==> src/rtl/mul_seq_pkg.sv <==
// Shared types and constants for the shift-add multiply sequencer.
// Contents: FSM state enum, ALU select codes, counter width helper.
package mul_seq_pkg;

    typedef enum logic [1:0] {
        ST_IDLE = 2'd0,
        ST_RUN  = 2'd1,
        ST_DONE = 2'd2
    } mul_state_e;

    localparam logic [3:0] ALU_SEL_ADD = 4'b0010;
    localparam logic [3:0] ALU_SEL_AND = 4'b0000;

    // Bits needed to hold the values 0..n inclusive.
    function automatic int cnt_width(input int n);
        return $clog2(n + 1);
    endfunction

endpackage

==> src/rtl/mul_step_counter.sv <==
// Loadable down-counter tracking remaining shift-add steps.
// Ports: clk, rst (async, active high), load_i (load N), dec_i (count down),
//        clr_i (force 0), cnt_o (current count), is_last_o (count == 1).
module mul_step_counter
    import mul_seq_pkg::*;
#(
    parameter int N  = 32,
    parameter int CW = cnt_width(N)
) (
    input  logic          clk,
    input  logic          rst,
    input  logic          load_i,
    input  logic          dec_i,
    input  logic          clr_i,
    output logic [CW-1:0] cnt_o,
    output logic          is_last_o
);

    logic [CW-1:0] cnt_q;
    logic [CW-1:0] cnt_d;

    always_comb begin
        cnt_d = cnt_q;
        if (load_i) begin
            cnt_d = CW'(N);
        end else if (clr_i) begin
            cnt_d = '0;
        end else if (dec_i && (cnt_q != '0)) begin
            cnt_d = cnt_q - 1'b1;
        end
    end

    always_ff @(posedge clk or posedge rst) begin
        if (rst) begin
            cnt_q <= '0;
        end else begin
            cnt_q <= cnt_d;
        end
    end

    assign cnt_o     = cnt_q;
    assign is_last_o = (cnt_q == CW'(1));

endmodule

==> src/rtl/alu_mul_sequencer.sv <==
// Unsigned NxN->2N radix-2 shift-add multiplier borrowing the external ALU adder.
// Ports: req_* (operand handshake), resp_* (product handshake), alu_* (ALU
// operands/select/ownership out, sum/carry in). Optional: MULSEQ_EARLY_EXIT_EN
// finishes early once the remaining multiplier bits are all zero.
module alu_mul_sequencer
    import mul_seq_pkg::*;
#(
    parameter int N = 32
) (
    input  logic           clk,
    input  logic           rst,
    input  logic           req_valid_i,
    output logic           req_ready_o,
    input  logic [N-1:0]   req_a_i,
    input  logic [N-1:0]   req_b_i,
    output logic           resp_valid_o,
    input  logic           resp_ready_i,
    output logic [2*N-1:0] resp_prod_o,
    output logic [N-1:0]   alu_a_o,
    output logic [N-1:0]   alu_b_o,
    output logic [3:0]     alu_sel_o,
    output logic           alu_busy_o,
    input  logic [N-1:0]   alu_result_i,
    input  logic           alu_carry_i
);

    localparam int CW = cnt_width(N);

    mul_state_e    state_q, state_d;
    logic [N-1:0]  acc_hi_q, acc_hi_d;
    logic [N-1:0]  acc_lo_q, acc_lo_d;
    logic [N-1:0]  mcand_q, mcand_d;
    logic [N-1:0]  mplr_q, mplr_d;

    logic          cnt_load;
    logic          cnt_dec;
    logic          cnt_clr;
    logic [CW-1:0] cnt;
    logic          cnt_last;
    logic          early_exit;
    logic [2*N-1:0] acc_shr;

    mul_step_counter #(.N(N), .CW(CW)) u_cnt (
        .clk       (clk),
        .rst       (rst),
        .load_i    (cnt_load),
        .dec_i     (cnt_dec),
        .clr_i     (cnt_clr),
        .cnt_o     (cnt),
        .is_last_o (cnt_last)
    );

`ifdef MULSEQ_EARLY_EXIT_EN
    // Remaining steps would only add zero; collapse them into one shift.
    assign early_exit = (state_q == ST_RUN) && (mplr_q == '0);
`else
    assign early_exit = 1'b0;
`endif

    assign acc_shr = {acc_hi_q, acc_lo_q} >> cnt;

    always_comb begin
        state_d      = state_q;
        acc_hi_d     = acc_hi_q;
        acc_lo_d     = acc_lo_q;
        mcand_d      = mcand_q;
        mplr_d       = mplr_q;
        cnt_load     = 1'b0;
        cnt_dec      = 1'b0;
        cnt_clr      = 1'b0;
        req_ready_o  = 1'b0;
        resp_valid_o = 1'b0;
        alu_a_o      = '0;
        alu_b_o      = '0;
        alu_sel_o    = ALU_SEL_AND;
        alu_busy_o   = 1'b0;

        unique case (state_q)
            ST_IDLE: begin
                req_ready_o = 1'b1;
                if (req_valid_i) begin
                    mcand_d  = req_a_i;
                    mplr_d   = req_b_i;
                    acc_hi_d = '0;
                    acc_lo_d = '0;
                    cnt_load = 1'b1;
                    state_d  = ST_RUN;
                end
            end
            ST_RUN: begin
                if (early_exit) begin
                    {acc_hi_d, acc_lo_d} = acc_shr;
                    cnt_clr = 1'b1;
                    state_d = ST_DONE;
                end else begin
                    alu_busy_o = 1'b1;
                    alu_sel_o  = ALU_SEL_ADD;
                    alu_a_o    = acc_hi_q;
                    alu_b_o    = mplr_q[0] ? mcand_q : '0;
                    // Sum plus carry becomes the new top; the whole
                    // accumulator shifts right by one.
                    {acc_hi_d, acc_lo_d} =
                        {alu_carry_i, alu_result_i, acc_lo_q[N-1:1]};
                    mplr_d  = mplr_q >> 1;
                    cnt_dec = 1'b1;
                    if (cnt_last) begin
                        state_d = ST_DONE;
                    end
                end
            end
            ST_DONE: begin
                resp_valid_o = 1'b1;
                if (resp_ready_i) begin
                    state_d = ST_IDLE;
                end
            end
            default: begin
                state_d = ST_IDLE;
            end
        endcase
    end

    always_ff @(posedge clk or posedge rst) begin
        if (rst) begin
            state_q  <= ST_IDLE;
            acc_hi_q <= '0;
            acc_lo_q <= '0;
            mcand_q  <= '0;
            mplr_q   <= '0;
        end else begin
            state_q  <= state_d;
            acc_hi_q <= acc_hi_d;
            acc_lo_q <= acc_lo_d;
            mcand_q  <= mcand_d;
            mplr_q   <= mplr_d;
        end
    end

    assign resp_prod_o = {acc_hi_q, acc_lo_q};

endmodule

==> config.mk <==
export PLATFORM = sky130hd
export DESIGN_NAME = alu_mul_sequencer
export DESIGN_NICKNAME = d
export VERILOG_FILES = /design/src/rtl/mul_seq_pkg.sv /design/src/rtl/mul_step_counter.sv /design/src/rtl/alu_mul_sequencer.sv
export SDC_FILE = /design/constraint.sdc
export NUM_CORES = 1
export LEC_CHECK = 0
export ABC_CLOCK_PERIOD_IN_PS = 5300
export BUFFER_PORTS_ARGS = -buffer_cell sky130_fd_sc_hd__buf_4
export CAP_MARGIN = 20
export CORE_MARGIN = 3
export CORE_UTILIZATION = 30
export DETAILED_ROUTE_END_ITERATION = 16
export PLACE_DENSITY_LB_ADDON = 0.15
export SLEW_MARGIN = 0
export SYNTH_ARGS = -nofsm -noshare
export SYNTH_HDL_FRONTEND = slang
export SYNTH_SLANG_ARGS = --single-unit
==> constraint.sdc <==
create_clock -name clk -period 5.3 [get_ports clk]
set_clock_uncertainty 0.2 [all_clocks]
set_input_delay 0.795 -clock clk [delete_from_list [all_inputs] [get_ports clk]]
set_output_delay 0.795 -clock clk [all_outputs]
set_load 0.03 [all_outputs]
==> metrics <==
setup_tns 0 ps; Layout Utilization a little over two fifths; Die Height 148 um; status completed; largest voltage drop on the vdd net around 0.26 mV; number of placed I/O pins ~240; H-Tree Depth 4; initial standard-cell utilization of the core a little under a third; share of cells above drive strength 1 between 20% and 30%; Worst slew margin 39.6%; TritonCTS clock tree done; worst slew pin tran around 910 ps; combinational power share between 40% and 50%; first-pass GRT wire length 27200 um; worst min-delay path class flop to flop; # fillers about 2000; per-cell via count in the routed design roughly 4.5; synthesized area divided by synthesized cell count roughly 8.5 sq um; DIE WIDTH approximately 150 um; routability congestion estimate from global placement about 0.7; number of endpoints with negative hold slack in the final report 0; portion of total power attributed to the clock network approximately 20%; Mapped Cells approximately 710; most used cells in the layout excluding fill and tap cells 292 x sky130_fd_sc_hd__nand2_1, 235 x sky130_fd_sc_hd__buf_4, 136 x sky130_fd_sc_hd__dfrtp_1; detailed-route via count about 5300; critical path buffer and inverter count 3; synthesized area around 0.006 sq mm; sequential share of power between 30% and 40%; nets@finish 1017; data arrival time at the worst-slack endpoint about 3000 ps; largest delay contributor family on the critical path buffers and inverters; Required @ worst endpoint roughly 4300 ps; kind of start point of the critical path flop; total track usage 15.1%; number of cells after detailed placement between 1000 and 1500; Die Footprint approximately 0.022 sq mm; worst-path cell with the longest stage delay sky130_fd_sc_hd__clkinv_2; Critical Path Fanout Max slightly below 90; placement row count 51; setup repair after global routing missed its margin false; hold slack final approximately 270 ps; Antenna diodes 0; hold buffers post-CTS 0; half-perimeter wire length after detailed placement about 11000 um; number of distinct standard cells referenced by the synthesized netlist 30; top cell type by total area after synthesis sky130_fd_sc_hd__dfrtp_1; most common library cell in the layout ignoring fill and taps sky130_fd_sc_hd__nand2_1; Overflow after GRT 0; non-filler instance count after layout roughly 1200; slowest cell delay on critical path ~650 ps; total wirelength of the detailed-routed design about 17000 um; final count of pins violating max slew 0; type of the worst setup path flop to primary output; number of clock buffers inserted by TritonCTS 17; clock root buffer master sky130_fd_sc_hd__clkbuf_16; P_int ~3.4 mW; Post-route DRC 0; leakage dissipation 4.61 nW; Synth warnings 0; least setup slack across all paths after layout 1330 ps; number of iterations in the first detailed-routing pass 4; later-pin clock latency in the skew report around 400 ps; pre-CTS worst setup slack ~1800 ps; Starting DRT DRC Count roughly 280; area growth from synthesis to final layout 41.4%; number of buffers added for setup after CTS 0; number of antenna violations at the first check in global routing 0; top cell type's share of synthesized area a little under three fifths; detailed-route wire length per cell ~14 um; minimum clock period between 3000 and 4000 ps; Port-buffer cells about 230; series of cell instances along the critical path nand2b_4 -> clkinv_2 -> buf_12 -> and2_1 -> buf_4; fraction of power spent switching nets 45.1%; Clk pin slew, worst setup/hold paths 60 ps; number of instances resized during post-cts repair 0; max-capacitance violation count 0; vias in the first global route ~5000; largest cells by area after synthesis sky130_fd_sc_hd__dfrtp_1 56%, sky130_fd_sc_hd__nand2_1 18%, sky130_fd_sc_hd__nand3_1 5.4%; period utilization around three quarters; pin count of the biggest net entering global routing between 90 and 100; cell area power density 715 mW/mm^2; remaining antenna violation count after routing 0; portion of the post-synthesis area used by sequential elements 56.0%; element type at the critical path end primary output; buffer depth of the longest clock path 2; highest attainable clock frequency about 250 MHz; switching power between 2 and 3 mW; final-report setup violation count 0; number of synthesized register bits ~140; number of sinks driven by the clock tree ~140; core box area between 0.015 and 0.02 sq mm
-- sequential cells by signal, indices dropped and copies added (netlist names) --
signal       cells
acc_hi_q        32
u_cnt.cnt_o      6
mplr_q          32
acc_lo_q        32
state_q          2
mcand_q         32
-- final timing paths --
path | start | endpoint | slack, ps | cells past startpoint
hold reg to reg | mcand_q[18] | mcand_q[18] | 270 | 2
min in group asynchronous | rst | acc_hi_q[9] | 380 | 2
max in group asynchronous | rst | mcand_q[24] | 3400 | 3
setup / recovery | state_q[1] | alu_a_o[27] | 1330 | 5
setup reg to reg | state_q[1] | u_cnt.cnt_o[2] | 2430 | 5
hold / removal | mcand_q[18] | mcand_q[18] | 270 | 2
-- per-stage QoR --
step | instance area, sq um | total power, mW
floorplan | 6080 | 3.84
global placement | 7980 | 4.95
detailed placement | 7980 | 4.97
CTS | 8590 | 6.23
global route | 8590 | 6.57
finish | 8590 | 6.14
-- power groups by stage --
stage          clock (mW)  sequential [mW]  combinational, mW
2_1_floorplan           0             2.20               1.65
3_3_place_gp            0             1.86               3.09
3_5_place_dp            0             1.86               3.11
4_1_cts              1.27             1.85               3.11
5_1_grt              1.32             1.92               3.32
6_report             1.23             1.85               3.06
-- kinds of logic (layout without fill, tap and decap cells) --
| kind of cell | Yosys count | count (layout) | share of synthesized area (%) |
|---|---|---|---|
| buffers and inverters | 63 | 275 | 4.72 |
| DFF | 136 | 136 | 56.0 |
| other | 1 | 3 | 0.0617 |
| AOI/OAI and AO/OA | 39 | 39 | 4.53 |
| and+or+nand+nor | 465 | 465 | 33.2 |
| adders and majority gates | 3 | 3 | 0.618 |
| muxes | 5 | 5 | 0.824 |
-- metal layers --
layer  track usage [%]  share of wire [%]  up-vias  wire length, um
met4              4.43                1.1        0              184
li1                  -                  -     2688                -
met3              4.30                6.1       11             1020
met5                 0                  0        -                0
met1              22.0                 47     2485             7940
met2              21.9                 45      151             7620
-- cell type report --
type                       count  area, sq um  share of cell area (%)
multi-input combinational    515         2410                    28.0
clock buffer                  17          425                    4.95
sequential                   136         3400                    39.6
timing repair buffer         237         1800                    21.0
clock inverter                15          191                    2.23
tap                          265          332                    3.86
inverter                       6         28.8                   0.335
-- cells in the mapped netlist, drive strengths merged --
| master | instances |
|---|---|
| o211ai | 2 |
| nor2b | 1 |
| conb | 1 |
| a31oi | 31 |
| nor4b | 1 |
| o2bb2ai | 1 |
| or3b | 1 |
| a2bb2o | 1 |
| o2111ai | 1 |
| a21o | 1 |
| a21oi | 1 |
| clkbuf | 25 |
| and3 | 32 |
| nor3b | 1 |
| nor2 | 35 |
| o21ai | 1 |
| or4 | 1 |
| buf | 32 |
| mux2i | 5 |
| and2 | 32 |
| inv | 6 |
| nand2b | 2 |
| ha | 3 |
| nand3 | 66 |
| nand2 | 292 |
| nor3 | 1 |
| dfrtp | 136 |
-- worst reg2reg max path, stage by stage (launching register included) --
cell and delay, ps:
sky130_fd_sc_hd__dfrtp_1 440, sky130_fd_sc_hd__nand2b_4 570, sky130_fd_sc_hd__clkinv_2 670, sky130_fd_sc_hd__buf_12 450, sky130_fd_sc_hd__o21ai_4 200, sky130_fd_sc_hd__a2bb2o_4 230
Note: power is estimated with default switching activity, not from simulation.
